File: src/rtl/wm8731_pkg.sv
// Shared definitions for the WM8731 2-wire control responder:
// device addresses, FSM state encoding and codec register map.
package wm8731_pkg;

   localparam logic [6:0] WM_DEV_ADDR_CSB0 = 7'h1A;
   localparam logic [6:0] WM_DEV_ADDR_CSB1 = 7'h1B;

   localparam logic [6:0] WM_REG_LLINE  = 7'h00;
   localparam logic [6:0] WM_REG_RLINE  = 7'h01;
   localparam logic [6:0] WM_REG_LHP    = 7'h02;
   localparam logic [6:0] WM_REG_RHP    = 7'h03;
   localparam logic [6:0] WM_REG_APATH  = 7'h04;
   localparam logic [6:0] WM_REG_DPATH  = 7'h05;
   localparam logic [6:0] WM_REG_PWR    = 7'h06;
   localparam logic [6:0] WM_REG_IFACE  = 7'h07;
   localparam logic [6:0] WM_REG_SRATE  = 7'h08;
   localparam logic [6:0] WM_REG_ACTIVE = 7'h09;
   localparam logic [6:0] WM_REG_RESET  = 7'h0F;

   typedef enum logic [2:0] {
      IDLE,
      DEV,
      ACK1,
      HI,
      ACK2,
      LO,
      ACK3,
      WAIT_STOP
   } state_t;

endpackage

File: src/rtl/wm8731_edge_sync.sv
// Multi-stage synchronizer plus history register for one bus pin.
// Reset value is the idle-high bus level so release never fakes an edge.
module wm8731_edge_sync #(
   parameter int STAGES = 2
) (
   input  logic clk,
   input  logic reset,
   input  logic din,
   output logic level,
   output logic rise,
   output logic fall
);

   logic [STAGES-1:0] sync_q;
   logic              hist;

   always_ff @(posedge clk or negedge reset) begin
      if (!reset) begin
         sync_q <= '1;
         hist   <= 1'b1;
      end else begin
         sync_q <= {sync_q[STAGES-2:0], din};
         hist   <= sync_q[STAGES-1];
      end
   end

   assign level = sync_q[STAGES-1];
   assign rise  = level & ~hist;
   assign fall  = ~level & hist;

endmodule

File: src/rtl/wm8731_ctrl_responder.sv
// WM8731 2-wire control responder: decodes 24-bit write frames,
// drives ACKs and reports each accepted register write.
module wm8731_ctrl_responder
   import wm8731_pkg::*;
#(
   parameter logic [6:0] DEV_ADDR    = WM_DEV_ADDR_CSB0,
   parameter int         SYNC_STAGES = 2
) (
   input  logic       clk,
   input  logic       reset,
   input  logic       sclk,
   input  logic       sdin,
   output logic       sdin_oe,
   output logic [6:0] reg_addr,
   output logic [8:0] reg_data,
   output logic       wr_valid,
   output logic       busy,
   output logic       frame_err
);

   logic   sclk_s, sclk_rise, sclk_fall;
   logic   sdin_s, sdin_rise, sdin_fall;
   logic   start_det, stop_det, last_bit;
   logic   commit_pend, clean_stop;
   logic [3:0] bit_cnt;
   logic [7:0] shift, hi_byte, byte_in;
   state_t state;

   wm8731_edge_sync #(.STAGES(SYNC_STAGES)) u_sclk_sync (
      .clk(clk), .reset(reset), .din(sclk),
      .level(sclk_s), .rise(sclk_rise), .fall(sclk_fall)
   );

   wm8731_edge_sync #(.STAGES(SYNC_STAGES)) u_sdin_sync (
      .clk(clk), .reset(reset), .din(sdin),
      .level(sdin_s), .rise(sdin_rise), .fall(sdin_fall)
   );

   // An sclk edge in the same sample masks any sdin transition.
   assign start_det = sdin_fall & sclk_s & ~(sclk_rise | sclk_fall);
   assign stop_det  = sdin_rise & sclk_s & ~(sclk_rise | sclk_fall);
   assign byte_in   = {shift[6:0], sdin_s};
   assign last_bit  = (bit_cnt == 4'd7);

   always_ff @(posedge clk or negedge reset) begin
      if (!reset) begin
         state       <= IDLE;
         bit_cnt     <= 4'd0;
         shift       <= 8'd0;
         hi_byte     <= 8'd0;
         commit_pend <= 1'b0;
         clean_stop  <= 1'b0;
         sdin_oe     <= 1'b0;
         reg_addr    <= 7'd0;
         reg_data    <= 9'd0;
         wr_valid    <= 1'b0;
         busy        <= 1'b0;
         frame_err   <= 1'b0;
      end else begin
         wr_valid  <= 1'b0;
         frame_err <= 1'b0;

         // The write lands one cycle after the last data bit, whatever the bus does next.
         if (commit_pend) begin
            commit_pend <= 1'b0;
            reg_addr    <= hi_byte[7:1];
            reg_data    <= {hi_byte[0], shift};
            wr_valid    <= 1'b1;
         end

         if (stop_det) begin
            if (state != IDLE && !clean_stop)
               frame_err <= 1'b1;
            state   <= IDLE;
            busy    <= 1'b0;
            sdin_oe <= 1'b0;
         end else if (start_det) begin
            if (((state == DEV || state == HI || state == LO) && bit_cnt != 4'd0)
                || state == ACK1 || state == ACK2)
               frame_err <= 1'b1;
            state      <= DEV;
            busy       <= 1'b1;
            sdin_oe    <= 1'b0;
            bit_cnt    <= 4'd0;
            clean_stop <= 1'b0;
         end else begin
            case (state)
               DEV, HI, LO: begin
                  if (sclk_rise) begin
                     shift   <= byte_in;
                     bit_cnt <= last_bit ? 4'd0 : bit_cnt + 4'd1;
                     if (last_bit) begin
                        if (state == DEV) begin
                           if (byte_in == {DEV_ADDR, 1'b0})
                              state <= ACK1;
                           else begin
                              state      <= WAIT_STOP;
                              clean_stop <= 1'b1;
                           end
                        end else if (state == HI) begin
                           hi_byte <= byte_in;
                           state   <= ACK2;
                        end else begin
                           commit_pend <= 1'b1;
                           clean_stop  <= 1'b1;
                           state       <= ACK3;
                        end
                     end
                  end
               end
               // First falling edge ends bit 8 and starts the ACK; the second ends the ACK clock.
               ACK1, ACK2, ACK3: begin
                  if (sclk_fall) begin
                     if (!sdin_oe)
                        sdin_oe <= 1'b1;
                     else begin
                        sdin_oe <= 1'b0;
                        bit_cnt <= 4'd0;
                        case (state)
                           ACK1:    state <= HI;
                           ACK2:    state <= LO;
                           default: state <= WAIT_STOP;
                        endcase
                     end
                  end
               end
               default: ;
            endcase
         end
      end
   end

endmodule

File: config.mk
export PLATFORM = sky130hd
export DESIGN_NAME = wm8731_ctrl_responder
export DESIGN_NICKNAME = d
export VERILOG_FILES = /design/src/rtl/wm8731_pkg.sv /design/src/rtl/wm8731_edge_sync.sv /design/src/rtl/wm8731_ctrl_responder.sv
export SDC_FILE = /design/constraint.sdc
export NUM_CORES = 1
export LEC_CHECK = 0
export CAP_MARGIN = 20
export CORE_UTILIZATION = 43
export CTS_CLUSTER_DIAMETER = 30
export CTS_CLUSTER_SIZE = 40
export DETAILED_ROUTE_END_ITERATION = 10
export MAX_ROUTING_LAYER = met4
export PLACE_DENSITY_LB_ADDON = 0.1
export SYNTH_ARGS = -nofsm -noshare
export SYNTH_HDL_FRONTEND = slang
export SYNTH_SLANG_ARGS = --single-unit
File: constraint.sdc
create_clock -name clk -period 2.9 [get_ports clk]
set_input_delay 0.87 -clock clk [delete_from_list [all_inputs] [get_ports clk]]
set_output_delay 0.87 -clock clk [all_outputs]
set_load 0.01 [all_outputs]
==> key figures <==
Run status
  – Status: completed

Synth
  – Synthesized instance count: about 160
  – Post-synthesis instance area: 2160 um^2
  – Post-synthesis register bit count: 51
  – Fraction of synthesized area in multiplexers: 0.171
  – Number of nets in the synthesized netlist: 168
  – Proportion of synthesized chip area in sequential cells: 0.594
  – Mean cell area of the mapped netlist: 13.6 um^2
  – Yosys warns: 0
  – Number of enable flip-flop cells after synthesis: 0
  – Dominant register cell in the synthesized netlist: dfrtp_1
  – Compound-Gate Fraction of Synth Area: 0.0770
  – Main combinational cell family by area after synthesis: multiplexers
  – Fraction of synthesis flops using an asynchronous set or reset pin: 1.00
  – Adder and majority cell fraction of the synthesized area: 0.0289
  – Synth unique cells: 43
  – Xor/xnor share of the synthesized area: 0.00405
  – Fraction of the mapped netlist area in simple logic gates: 0.0943

Timing
  – Final period utilization: 0.754
  – Setup repair after global routing missed its margin: no
  – Final setup slack of the worst path: 0.714 ns
  – Number of pins exceeding their max-slew limit in the final report: 0
  – Summed negative setup slack over all endpoints: 0 ns
  – Clock tree skew after final layout: 0.00581 ns
  – F_max: 457 MHz
  – Slew margin rel.: 0.421
  – Post-layout minimum cycle time: around 2.2 ns
  – Final Hold Fails: 0
  – Number of endpoints failing setup at the final stage: 0
  – Least-Margin Pin Slew: around 0.87 ns

Layout
  – Highest-count cells in the layout ignoring fill and taps: 45 x dfrtp_1, 31 x mux2_2, 22 x clkdlybuf4s50_1
  – Most frequent standard cell in the layout excluding fill and tap cells: dfrtp_1
  – Fillers: approximately 430
  – Share of post-route cells with drive strength above 1: 0.286
  – Net count reported at finish: 193
  – Area of combinational cells with multiple inputs: 812 um^2
  – Register Area: approximately 1300 um^2
  – Number of diodes added for antenna fixing: 0
  – Synthesis-to-layout area growth: 17.2%

Clock tree
  – CTS Hold Buffers Added: 0
  – CTS tree: done
  – CTS Buffer Depth: 2
  – Depth of the CTS H-tree: 2
  – Count of cells resized by post-cts repair: 0
  – Clock sink total: 51
  – Root Buffer: clkbuf_8
  – Post-CTS setup buffer count: 0
  – Worst skew pair latency: 0.30 ns
  – Total CTS buffers: 5
  – Clock slew at the register clock pins of the worst setup and hold paths: approximately 0.09 ns

Pwr
  – Lkg Pwr: 0.00115 uW
  – Total power per unit cell area: ~640 nW/um^2
  – Highest ir drop seen on vdd: 0.000399 V

Worst setup path
  – Worst setup SP type: flip-flop
  – Largest fanout of any net on the critical path: 8
  – Cell Chain, Critical Path: inv_1 > ha_1 > and4b_2 > nor3_4 > mux2_2
  – Cell count of the worst reg-to-reg path: 5
  – Count of buffer and inverter cells on the critical path: 1
  – Worst setup path class: reg2reg
  – Depth of the critical timing path with buffers and inverters included: 5
  – Critical Path Sink Type: flip-flop
  – Data required time at the worst endpoint: a little over 3 ns
  – Max stage delay on crit path: slightly below 0.6 ns
  – Cell family with most CP delay: simple AND/OR/NAND/NOR gates
  – Arrival time at the worst endpoint: approximately 2.4 ns
  – Slowest stage cell on the critical path: dfstp_2

Route
  – Iteration-0 DRC Markers: 83
  – Ratio of routed vias to standard cells: 5.26
  – TritonRoute pass-1 iters: 4
  – Final ANT Viol Nets: 0
  – DR vias: 1326
  – Remaining DRCs: 0
  – Sum of routed wire length over all layers: around 3.8 mm
  – Routed WL per cell: between 15 and 20 um

GRT
  – Pin count of the biggest net entering global routing: 41
  – Antenna violations before repair: 0
  – First-pass GRT wire length: 6.67 mm
  – Overall fraction of global-route tracks in use: 0.171
  – Number of global-route vias before repair: 1426
  – Overflow after GRT: 0

Floorplanning
  – Effective utilization at floorplan: 0.452
  – Full die area: 5320 um^2
  – Horizontal die dimension: 72.9 um
  – Row cnt: 25
  – Vertical die dimension: 72.9 um
  – Total core area: approximately 4800 um^2
  – IO Count: 24

Placed design
  – Final GP Congestion: 0.847
  – HPWL reported at the end of detailed placement: 2.59 mm
  – Quantity of I/O buffers inserted on ports: 23
  – Worst slack, placed: 0.707 ns

Hold path
  – Worst hold stages: 0
  – Worst hold path class: reg2reg

Job
  – # Max-Cap Violations: 0
==> cells in the mapped netlist, types with 2 or more instances <==
| library cell | count | share of area |
|---|---|---|
| inv_1 | 8 | 0.014 |
| clkbuf_1 | 3 | 0.0052 |
| mux2_2 | 31 | 0.16 |
| ha_1 | 5 | 0.029 |
| dfstp_2 | 6 | 0.073 |
| dfrtp_1 | 45 | 0.52 |
| nand2_1 | 3 | 0.0052 |
| nor4b_1 | 2 | 0.0081 |
| buf_2 | 2 | 0.0046 |
| nor3_1 | 4 | 0.0093 |
| and4b_2 | 2 | 0.010 |
| nand3_1 | 2 | 0.0046 |
| nor2_1 | 8 | 0.014 |
| a211oi_1 | 3 | 0.010 |
| a21oi_1 | 4 | 0.0093 |
| o21bai_1 | 2 | 0.0069 |
| nor2b_1 | 2 | 0.0058 |
| and3_1 | 2 | 0.0058 |
==> metal layers <==
metal,vias to the layer above,track usage,part of all wire
li1,622,-,-
met1,667,0.214,0.45
met2,30,0.263,0.49
met3,7,0.0359,0.041
met4,0,0.0893,0.022
met5,-,-,0
==> through the flow <==
stage / utilization / power, uW / instances / hold WS (ns) / instance area, um^2
floorplan: - / 1120 / 159 / 0.345 / 2160
global placement: 0.512 / 1220 / 244 / 0.347 / 2450
detailed placement: 0.512 / 1230 / 244 / 0.351 / 2450
CTS: 0.530 / 1630 / 252 / 0.365 / 2530
global route: 0.530 / 1710 / 252 / 0.366 / 2530
finish: 0.530 / 1610 / 252 / 0.362 / 2530
==> power breakdown <==
part / total, uW / internal, uW / switching, uW / leakage [uW]
clock network: 398 / 169 / 229 / 0.0000412
logic: 286 / 153 / 133 / 0.000432
registers: 928 / 814 / 115 / 0.000672
==> flip-flops by register name (all words and copies together), names as in the netlist <==
register / flops
u_sclk_sync.sync_q: 2
commit_pend: 1
shift: 8
u_sclk_sync.hist: 1
u_sdin_sync.sync_q: 2
reg_data: 9
u_sdin_sync.hist: 1
frame_err: 1
clean_stop: 1
reg_addr: 7
sdin_oe: 1
state: 3
wr_valid: 1
hi_byte: 8
busy: 1
bit_cnt: 4
==> final cells by class <==
type	count	area share
Sequential cell	51	0.506
Multi-Input combinational cell	93	0.320
Timing Repair Buffer	25	0.0948
Tap cell	67	0.0331
Clock buffer	6	0.0286
Inverter	8	0.0118
Clock inverter	2	0.00494
==> path summary, 6_finish.rpt <==
check,to,slack (ns),start
max,hi_byte[7]$_DFFE_PN0P_,0.71,u_sclk_sync.sync_q[1]$_DFF_PN1_
min,u_sdin_sync.sync_q[1]$_DFF_PN1_,0.36,u_sdin_sync.sync_q[0]$_DFF_PN1_
max reg2reg,hi_byte[7]$_DFFE_PN0P_,0.71,u_sclk_sync.sync_q[1]$_DFF_PN1_
min reg2reg,u_sdin_sync.sync_q[1]$_DFF_PN1_,0.36,u_sdin_sync.sync_q[0]$_DFF_PN1_
max in group asynchronous,reg_data[3]$_DFFE_PN0P_,1.60,reset
min in group asynchronous,bit_cnt[0]$_DFFE_PN0P_,0.67,reset
==> cell families after synthesis <==
kind of cell / count (synthesis)
muxes: 33
AOI/OAI and AO/OA: 22
buffers and inverters: 15
and+or+nand+nor: 32
DFF: 51
xor gates and xnor gates: 1
adders and majority gates: 5
Note: power is estimated with default switching activity, not from simulation.
